--- config.mk ---
export PLATFORM = sky130hd
export DESIGN_NAME = usb_fifo_tx
export DESIGN_NICKNAME = d
export VERILOG_FILES = /design/src/rtl/usb_fifo_tx.sv
export SDC_FILE = /design/constraint.sdc
export NUM_CORES = 1
export LEC_CHECK = 0
export CAP_MARGIN = 20
export CORE_MARGIN = 2
export CORE_UTILIZATION = 35
export CTS_CLUSTER_DIAMETER = 150
export DETAILED_ROUTE_END_ITERATION = 12
export PLACE_DENSITY = 0.55
export SLEW_MARGIN = 20
export SYNTH_ARGS = -nofsm -noshare
export SYNTH_HDL_FRONTEND = slang
export SYNTH_SLANG_ARGS = --single-unit
--- constraint.sdc ---
create_clock -name clk -period 6.5 [get_ports clk]
set_input_delay 0.65 -clock clk [delete_from_list [all_inputs] [get_ports clk]]
set_output_delay 0.65 -clock clk [all_outputs]
set_load 0.03 [all_outputs]
--- src/rtl/usb_fifo_tx.sv ---
// usb_fifo_tx: buffered transmit path to a USB FIFO chip.
// Optional word counter enabled by USB_FIFO_TX_STATS_EN.
module usb_fifo_tx #(
  parameter int DATA_W      = 8,
  parameter int DEPTH       = 16,
  parameter int SETUP_CYC   = 1,
  parameter int PULSE_CYC   = 1,
  parameter int RECOVER_CYC = 1
) (
  input  logic                       clk,
  input  logic                       reset_in,
  input  logic [DATA_W-1:0]          in_data,
  input  logic                       in_valid,
  output logic                       in_ready,
  input  logic                       txe,
  output logic                       rd,
  output logic                       wr,
  output logic [DATA_W-1:0]          data_out,
  output logic                       reset_out,
  output logic [$clog2(DEPTH):0]     level,
  output logic [15:0]                word_count
);

  localparam int AW = $clog2(DEPTH);
  localparam int LW = AW + 1;

  typedef enum logic [1:0] {
    IDLE,
    SETUP,
    STROBE,
    RECOVER
  } state_t;

  state_t            state;
  logic [15:0]       cnt;
  logic [DATA_W-1:0] mem [DEPTH];
  logic [AW-1:0]     wptr;
  logic [AW-1:0]     rptr;
  logic [LW-1:0]     next_level;
  logic              txe_m;
  logic              txe_s;
  logic              push;
  logic              pop;

  assign rd   = 1'b1;
  assign push = in_valid & in_ready;
  assign pop  = (state == IDLE) &
                (level != '0) & ~txe_s;

  // Two-flop synchronizer for the chip's txe flag
  always_ff @(posedge clk or negedge reset_in) begin
    if (!reset_in) begin
      txe_m <= 1'b1;
      txe_s <= 1'b1;
    end else begin
      txe_m <= txe;
      txe_s <= txe_m;
    end
  end

  // Chip reset releases on the first clock after reset_in rises
  always_ff @(posedge clk or negedge reset_in) begin
    if (!reset_in) reset_out <= 1'b0;
    else           reset_out <= 1'b1;
  end

  // Occupancy after this cycle's push/pop
  always_comb begin
    next_level = level;
    case ({push, pop})
      2'b10:   next_level = level + LW'(1);
      2'b01:   next_level = level - LW'(1);
      default: next_level = level;
    endcase
  end

  // Buffer storage; contents are don't-care until pointed at
  always_ff @(posedge clk) begin
    if (push) mem[wptr] <= in_data;
  end

  // Pointers, level and registered ready flag
  always_ff @(posedge clk or negedge reset_in) begin
    if (!reset_in) begin
      wptr     <= '0;
      rptr     <= '0;
      level    <= '0;
      in_ready <= 1'b0;
    end else begin
      if (push) wptr <= wptr + AW'(1);
      if (pop)  rptr <= rptr + AW'(1);
      level    <= next_level;
      in_ready <= (next_level != LW'(DEPTH));
    end
  end

  // Write strobe sequencer; txe_s only matters in IDLE
  always_ff @(posedge clk or negedge reset_in) begin
    if (!reset_in) begin
      state    <= IDLE;
      wr       <= 1'b1;
      data_out <= '0;
      cnt      <= '0;
    end else begin
      unique case (state)
        IDLE: begin
          if (pop) begin
            data_out <= mem[rptr];
            state    <= SETUP;
            cnt      <= 16'(SETUP_CYC - 1);
          end
        end
        SETUP: begin
          if (cnt == '0) begin
            state <= STROBE;
            wr    <= 1'b0;
            cnt   <= 16'(PULSE_CYC - 1);
          end else begin
            cnt <= cnt - 16'd1;
          end
        end
        STROBE: begin
          if (cnt == '0) begin
            wr <= 1'b1;
            if (RECOVER_CYC == 0) begin
              state <= IDLE;
            end else begin
              state <= RECOVER;
              cnt   <= 16'(RECOVER_CYC - 1);
            end
          end else begin
            cnt <= cnt - 16'd1;
          end
        end
        RECOVER: begin
          if (cnt == '0) state <= IDLE;
          else           cnt   <= cnt - 16'd1;
        end
        default: state <= IDLE;
      endcase
    end
  end

`ifdef USB_FIFO_TX_STATS_EN
  logic strobe_end;
  assign strobe_end = (state == STROBE) &
                      (cnt == '0);

  // Count completed write strobes, wrapping at 16 bits
  always_ff @(posedge clk or negedge reset_in) begin
    if (!reset_in)       word_count <= '0;
    else if (strobe_end) word_count <= word_count + 16'd1;
  end
`else
  assign word_count = '0;
`endif

endmodule

# Yosys cells after proc, flatten, opt, wreduce, memory -nomap -nowiden
# Memories as Yosys holds them, arrays and structs flattened. A register that Yosys moved wholly into a read port is not among the register bits.
# Index checks and enable logic that the tools add are counted.
# totals
register_bits,36
latchBits,0
ram_bits,128
rom_bits,0
out_inout_bits,33
memories,1
# mem_list
name,depth,word_bits,rd,rd_clocked_by_memory_dff,write_ports,line,text
mem,16,8,1,1,1,36,logic [DATA_W-1:0] mem [DEPTH];
# classes
add_sub_neg,5
mul,0
div,0
order_cmp,0
eq_ne,11
shift,0
n_mux,15
bitwise_logic,4
reduce_logical,10
# op_table
operator,n
$mux W16,3
$pmux W16 S3,1
$logic_not A16 Y1,1
$sub A16 B1 Y16 const B,1
$ne A2 B2 Y1 const B,5
$pmux W5 S2,1
$add A4 B1 Y4 const B,2
$mux W2,4
$pmux W2 S4,1
$eq A2 B2 Y1 const B,3
$add A5 B1 Y5 const B,1
$ne A5 B5 Y1 const B,1
$reduce_bool A5 Y1,1
$sub A5 B1 Y5 const B,1
$eq A2 B1 Y1 const B,2
$mux W1,4
$reduce_and A2 Y1,2
$reduce_and A4 Y1,1
$and A1 B1 Y1,3
$reduce_and A3 Y1,1
$logic_not A2 Y1,1
$pmux W1 S2,1
$reduce_bool A2 Y1,1
$reduce_or A2 Y1,1
other kinds (2),2

# Longest topological paths before layout
# depth
depth_word,6
depth_mapped,15

# Least setup slack after synthesis
# OpenSTA, ideal clock, no wires.
# synth_path
path_type,flip-flop to flip-flop
startpoint,register level[2]
endpoint,register in_ready
setup_time_ps,134
t_arrival_ps,2799
t_required_ps,6366
slack_ps,3567
path_stages_with_launch,15
n_path_buf,3
period_less_slack_ps,2933
cell_sequence,dfrtp_1 -> buf_2 -> nor3_1 -> a21o_1 -> inv_1 -> clkbuf_1 -> ha_1 -> clkbuf_1 -> xor2_1 -> ha_1 -> a21o_1 -> nand3_1 -> a31oi_1 -> xor2_1 -> nand4bb_1
# synth_via
elab_chain_cells,6
# synth_rtl
element,line,text
start: declaration,20,"output logic [$clog2(DEPTH):0] level,"
start signal: assignment,92,level <= next_level;
$reduce_bool A5 Y1 *,48,(level != '0) & ~txe_s;
$and A1 B1 Y1 *,47,assign pop = (state == IDLE) &
$and A1 B1 Y1 *,48,
named net pop,43,logic pop;
$eq A2 B1 Y1 or $eq A2 B2 Y1 (tied branches),70,"case ({push, pop})"
$pmux W5 S2 *,70,
named net next_level[4],39,logic [LW-1:0] next_level;
$ne A5 B5 Y1 *,93,in_ready <= (next_level != LW'(DEPTH));
end signal: assignment,93,
end: declaration,14,"output logic in_ready,"
# Mark *: on every way through the listed nets, which the timed path passes. The rest lies on a longest branch.
# A chain may end at the register's enable or synchronous reset.

# Worst setup path after layout
# layout_path
startpoint,register level[1]
endpoint,register in_ready
# layout_via
elab_chain_cells,6
# layout_rtl
element,line
$reduce_bool A5 Y1,48
$and A1 B1 Y1,47
$and A1 B1 Y1,48
$eq A2 B1 Y1 or $eq A2 B2 Y1 (tied branches),70
$pmux W5 S2 *,70
named net next_level[2],39
$ne A5 B5 Y1 *,93
# Marked as above.

==> impl_metrics.tcl <==
set metrics [dict create \
    dp_slack_ps 3231 \
    drive_gt1_share_pct 15.11 \
    clock_sinks 172 \
    final_net_count 516 \
    io_buffer_count 27 \
    syn_area_um2 7371 \
    dr.pass1.iters 4 \
    crit_required_ps 6790 \
    grt_first_pass_wirelength_mm 22.40 \
    first_iter_violations 252 \
    diodes 0 \
    use_met2_pct 23.20 \
    track_usage_pct 13.61 \
    synth_area_leader_cell "edfxtp_1" \
    dpl.hpwl_mm 9.175 \
    power.switching_mw 1.408 \
    die_h_um 149.1 \
    ys_types 48 \
    drc 0 \
    path_class "reg2reg" \
    min_period_ps 3276 \
    hp-class "in2async" \
    die_area_um2 22240 \
    antenna_left 0 \
    skew_ps 14.19 \
    rsz0062_at_grt "false" \
    cts_tree "done" \
    path_clk_slew_ps 70 \
    critPathMaxStageDelay_ps 470 \
    swShare_pct 36.10 \
    ctsResizeCount 0 \
    postCtsSetupBuffers 0 \
    worstSetupEndpointType "flip-flop" \
    postLayoutCoreUtil_pct 40.58 \
    cp_common_cell "xor2_1" \
    numCtsBuffers 17 \
    rows 53 \
    fin_tns_setup_ps 0 \
    muxShareOfSynthArea_pct 11.87 \
    finalSetupViolCount 0 \
    grtUsageMet3_pct 3.242 \
    yosys_warnings 0 \
    routed_wl_mm 14.08 \
    timing.final.crit_share_pct 50.40 \
    synth_async_sr_flop_share_pct 25.58 \
    boundaryPins 45 \
    worstPathArrival_ps 3560 \
    total_power_mw 3.899 \
    drv_cap 0 \
    internal-power_mw 2.491 \
    area_growth_pct 14.65 \
    status "completed" \
    clockPowerShare_pct 25.6 \
    grt_max_degree 45 \
    antenna_found_initial 0 \
    core_region_area_um2 20820 \
    ys_ff_latch 172 \
    place_congestion 0.7792 \
    synth_fa_ha_area_share_pct 2.377 \
    maxSlewViolCount 0 \
    placed_area_um2 7856 \
    seq_area_frac_synth_pct 67.14 \
    viasPerCell 4.919 \
    num-fill-cells 1878 \
    synth_top_family_by_area "multiplexers" \
    cts_root_buf "clkbuf_16" \
    wl_per_cell_um 18.10 \
    synth_edf_count 128 \
    slew_headroom_pct 41.20 \
    synth_xor_area_share_pct 2.258 \
    synth_ff_type "edfxtp_1" \
    cp_slowest_cell "dfrtp_1" \
    synthCells 460 \
    initial_core_util_pct 35.40 \
    num_vias 3827 \
    gr-max-usage-layer "met2" \
    avgSynthCellArea_um2 16.02 \
    path_max_fanout 14 \
    cp_cell_sequence "nor3_1 > a21o_1 > inv_1 > ha_1 > xor2_1 > ha_1 > a21oi_1 > xor2_1 > nor2_1 > xor2_1 > nand4bb_1" \
    use_met1_pct 17.04 \
    clock_path_buffers 2 \
    tightestPinTransition_ps 881.9 \
    fmax_mhz 305.3 \
    power_leakage_nw 3.014 \
    vdd_ir_drop_max_mv 0.1625 \
    synthSimpleGateAreaFrac_pct 8.572 \
    cts_htree_levels 4 \
    timing_hold_violations_final 0 \
    holdBufCountCts 0 \
    synth_compound_area_share_pct 4.414 \
    worstSkewPairLatency_ps 430 \
    pwr-share-comb_pct 34.0 \
    synth_top_area_share_pct 52.15 \
    final_area_um2 8451 \
    die_w_um 149.1 \
    start_kind "flip-flop" \
    grt_pass1_vias 4007 \
    grt_overflow 0 \
    postLayoutSetupSlackWorst_ps 3224 \
    synthTopCellsByArea "edfxtp_1 (52%), dfrtp_1 (14%), mux4_2 (8.6%), mux2i_1 (2.9%), ha_1 (2.4%)" \
    p_seq_share_pct 40.5 \
    p_per_area_nw_per_um2 461.4 \
]
[path summary, 6_finish.rpt]
kind / startpoint / slack (ps) / cells past startpoint / end
setup / recovery: level[1]$_DFF_PN0_ / 3220 / 11 / in_ready$_DFF_PN0_
max in group asynchronous: reset_in / 5830 / 1 / rptr[0]$_DFFE_PN0P_
hold reg to reg: txe_m$_DFF_PN1_ / 360 / 0 / txe_s$_DFF_PN1_
hold / removal: reset_in / 230 / 1 / cnt[8]$_DFFE_PN0P_
setup reg to reg: level[1]$_DFF_PN0_ / 3220 / 11 / in_ready$_DFF_PN0_
min in group clk: txe_m$_DFF_PN1_ / 360 / 0 / txe_s$_DFF_PN1_
[power by group through the flow]
stage | clock network, mW | registers, mW | logic (mW)
floorplan | 0 | 1.60 | 0.955
global placement | 0 | 1.59 | 1.31
detailed placement | 0 | 1.60 | 1.35
CTS | 1.02 | 1.58 | 1.35
global route | 1.07 | 1.61 | 1.47
finish | 0.997 | 1.58 | 1.32
[cell usage in the layout (no fill, tap or decap), drive strengths merged, types with 9 or more instances in the layout]
master / Yosys / routed
mux4: 28 / 28
xor2: 11 / 11
nand3: 12 / 12
clkbuf: 8 / 17
clkdlybuf4s50: 0 / 26
inv: 9 / 18
conb: 2 / 18
nand2: 17 / 17
mux2i: 21 / 21
and2: 14 / 14
edfxtp: 128 / 128
a21oi: 10 / 10
ha: 14 / 14
dfrtp: 41 / 41
nor3: 9 / 9
nor2: 21 / 21
[layer usage]
layer,part of all wire [%],vias to the layer above
li1,-,1790
met1,44,1965
met2,52,66
met3,3.0,6
met4,0.94,0
met5,0,-
[final cells by class]
class                      instances  area [µm²]  share of cell area (%)
tap                              275       344.1                   4.072
multi-input combinational        260        2241                   26.52
inverter                           9       33.78                  0.3998
clock buffer                      17       425.4                   5.034
timing repair buffer              30       290.3                   3.435
clock inverter                    15       166.4                   1.969
sequential                       172        4950                   58.57
[stage by stage]
step | instances | hold WS (ps)
global placement | 746 | 356.7
floorplan | 476 | 345.2
global route | 778 | 265.8
detailed placement | 746 | 354.6
CTS | 778 | 367.4
finish | 778 | 229.0
[registers in the layout, indices dropped and copies added, names as in the netlist]
signal,flops
state,2
in_ready,1
mem,128
level,5
data_out,8
wptr,4
txe_s,1
rptr,4
cnt,16
reset_out,1
wr,1
txe_m,1
[worst max-delay path: cells and delay by family (launching register included)]
family | cells | cell delay (ps)
adder cells (fa/ha/maj) | 2 | 600
XOR/XNOR | 3 | 510
flip-flops | 1 | 470
AND/OR/NAND/NOR | 3 | 650
buffers and inverters | 1 | 310
AO/OA/AOI/OAI | 2 | 590
[synthesized netlist by cell type (all sizes together) (3+ instances only)]
cell,count
o31ai,5
or2,3
clkbuf,8
nand3,12
xnor2,8
a21o,4
buf,27
nor2,21
a211o,4
ha,14
a21oi,10
nand4,6
nor4,3
xor2,11
or4,5
nor3,9
edfxtp,128
mux2i,21
inv,9
o211ai,5
o21a,6
o2111ai,4
nor4b,3
mux2,3
dfrtp,41
nand2,17
and3,5
o21ai,5
or3,3
dfstp,3
nor2b,3
mux4,28
and2,14
[cells by family after synthesis]
logic type               after synthesis
AO/OA/AOI/OAI                         47
XOR/XNOR                              19
adder cells (fa/ha/maj)               14
buffers and inverters                 44
flip-flops                           172
multiplexers                          52
other                                  2
AND/OR/NAND/NOR                      110
Note: power is estimated with default switching activity, not from simulation.
==> RTL edit: new RTL, same settings <==
Put one more register stage on the output `level`, with the module's reset. The value now appears one clock later. The other outputs are not delayed to match. Comments in the files are not updated.
--- a/src/rtl/usb_fifo_tx.sv
+++ b/src/rtl/usb_fifo_tx.sv
@@ -31,6 +31,8 @@
     RECOVER
   } state_t;
 
+  logic [$clog2(DEPTH):0] level_s0;
+
   state_t            state;
   logic [15:0]       cnt;
   logic [DATA_W-1:0] mem [DEPTH];
@@ -45,7 +47,7 @@
   assign rd   = 1'b1;
   assign push = in_valid & in_ready;
   assign pop  = (state == IDLE) &
-                (level != '0) & ~txe_s;
+                (level_s0 != '0) & ~txe_s;
 
   // Two-flop synchronizer for the chip's txe flag
   always_ff @(posedge clk or negedge reset_in) begin
@@ -66,11 +68,11 @@
 
   // Occupancy after this cycle's push/pop
   always_comb begin
-    next_level = level;
+    next_level = level_s0;
     case ({push, pop})
-      2'b10:   next_level = level + LW'(1);
-      2'b01:   next_level = level - LW'(1);
-      default: next_level = level;
+      2'b10:   next_level = level_s0 + LW'(1);
+      2'b01:   next_level = level_s0 - LW'(1);
+      default: next_level = level_s0;
     endcase
   end
 
@@ -84,12 +86,12 @@
     if (!reset_in) begin
       wptr     <= '0;
       rptr     <= '0;
-      level    <= '0;
+      level_s0 <= '0;
       in_ready <= 1'b0;
     end else begin
       if (push) wptr <= wptr + AW'(1);
       if (pop)  rptr <= rptr + AW'(1);
-      level    <= next_level;
+      level_s0 <= next_level;
       in_ready <= (next_level != LW'(DEPTH));
     end
   end
@@ -155,5 +157,13 @@
   assign word_count = '0;
 `endif
 
+  always_ff @(posedge clk or negedge reset_in) begin
+    if (!reset_in) begin
+      level <= '0;
+    end else begin
+      level <= level_s0;
+    end
+  end
+
 endmodule
 
Check against the original RTL: not equivalent (a bounded check fails within 4 cycles, from zero or initial values and one cycle with reset_in low).
==> RTL edit against the unedited design <==
- power shrank 0.67%
- wire length grew 3.0%
- design area grew 1.0%
- critical path depth grew 1
- area after synthesis grew 1.5%
- sequential cell count grew 5
- sequential share of layout area grew 0.87 points
- worst setup slack lost 0.66 ns
==> RTL edit: results (changes against the unedited design) <==
Outcome
  • Run status: completed

GRT
  • First-pass GRT wire length: 22700 um (+1.4%)
  • Total global-route track usage: 13.8% (+0.21 points)
  • Vias in the first global route: 3981 (-0.65%)
  • Pin count of the biggest net entering global routing: 50 (+11%)

Placed design
  • Routability cong.: 0.767 (-1.6%)
  • Detailed placement HPWL: 9120 um (-0.57%)
  • Placed instance area: 7970 um^2 (+1.4%)
  • Placed cell count: 734 (-1.6%)
  • Pre-CTS WS: 2.57 ns (-0.664 ns)

STA
  • Setup Skew: 0.0257 ns (+0.0115 ns)

Synthesis
  • Most frequent cells after synthesis: 128 x edfxtp_1, 46 x dfrtp_1, 32 x mux4_2, 18 x buf_4, 15 x nor3_1
  • Distinct cell type count of the synthesized netlist: 52 (+8.3%)
  • Post-synthesis xor/xnor area fraction: 1.76% (-0.50 points)
  • Syn Area/Cell: 16.7 um^2 (+3.9%)
  • Async SR Flop Fraction: 27.7% (+2.1 points)
  • Seq/Total Area, Yosys: 67.8% (+0.71 points)
  • Post-synthesis adder-cell area fraction: 2.34% (-0.034 points)
  • Number of flops mapped to enable cells by yosys: 128 (unchanged)
  • Mux cell area share after synthesis: 12.4% (+0.50 points)
  • Top cells by area, synth: edfxtp_1 51%, dfrtp_1 15%, mux4_2 9.6%

Pwr
  • Peak VDD IR: 0.000154 V (-5.1%)
  • P_leak: 2.99 nW (-0.95%)
  • Flop pwr share: 41.2% (+0.7 points)
  • Total power: 3.87 mW (-0.67%)
  • Gate power share: 33.6% (-0.4 points)
  • Sw frac: 34.0% (-2.1 points)

Cells and area
  • Layout cells sized above 1: 18.3% (+3.2 points)
  • Post-Layout Cell Count: 766 (-1.5%)
  • Layout Nets: 504 (-2.3%)

Route
  • Wire per inst: 18.9 um (+4.6%)
  • Pre-antenna DRT Iters: 5 (+1)
  • DR iter-0 viols: 245 (-2.8%)
  • DR vias: 3809 (-0.47%)

Setup path
  • CP max-delay cell: or3_1
  • Worst Path Max Fanout: 19 (+5)
  • Critical path's largest stage delay: 0.62 ns (+0.15 ns)
## RTL edit: area by class of cell
type / instances / area, um^2
fillers: 1858 / 12500
flip-flops and latches: 177 / 5070
multi-input cells: 241 / 2210
clock buffers: 19 / 454
well taps: 275 / 344
repair buffers: 31 / 295
clock inverters: 13 / 118
inverters: 10 / 37.5
## RTL edit: final timing paths
path	from	to	slack (ns)	depth (start not counted)
max	level_s0[1]	in_ready	2.56	12
min	reset_in	data_out[5]	0.33	2
max reg2reg	level_s0[1]	in_ready	2.56	12
min reg2reg	txe_m	txe_s	0.37	0
max in group asynchronous	reset_in	rptr[0]	5.70	2
min in group clk	txe_m	txe_s	0.37	0
## RTL edit: layer usage
metal / global-route usage [%] / up-vias / part of all wire, %
li1: - / 1769 / -
met3: 3.18 / 9 / 2.4
met4: 4.48 / 0 / 1.0
met2: 22.7 / 62 / 50
met5: 0 / - / 0
met1: 18.2 / 1969 / 46
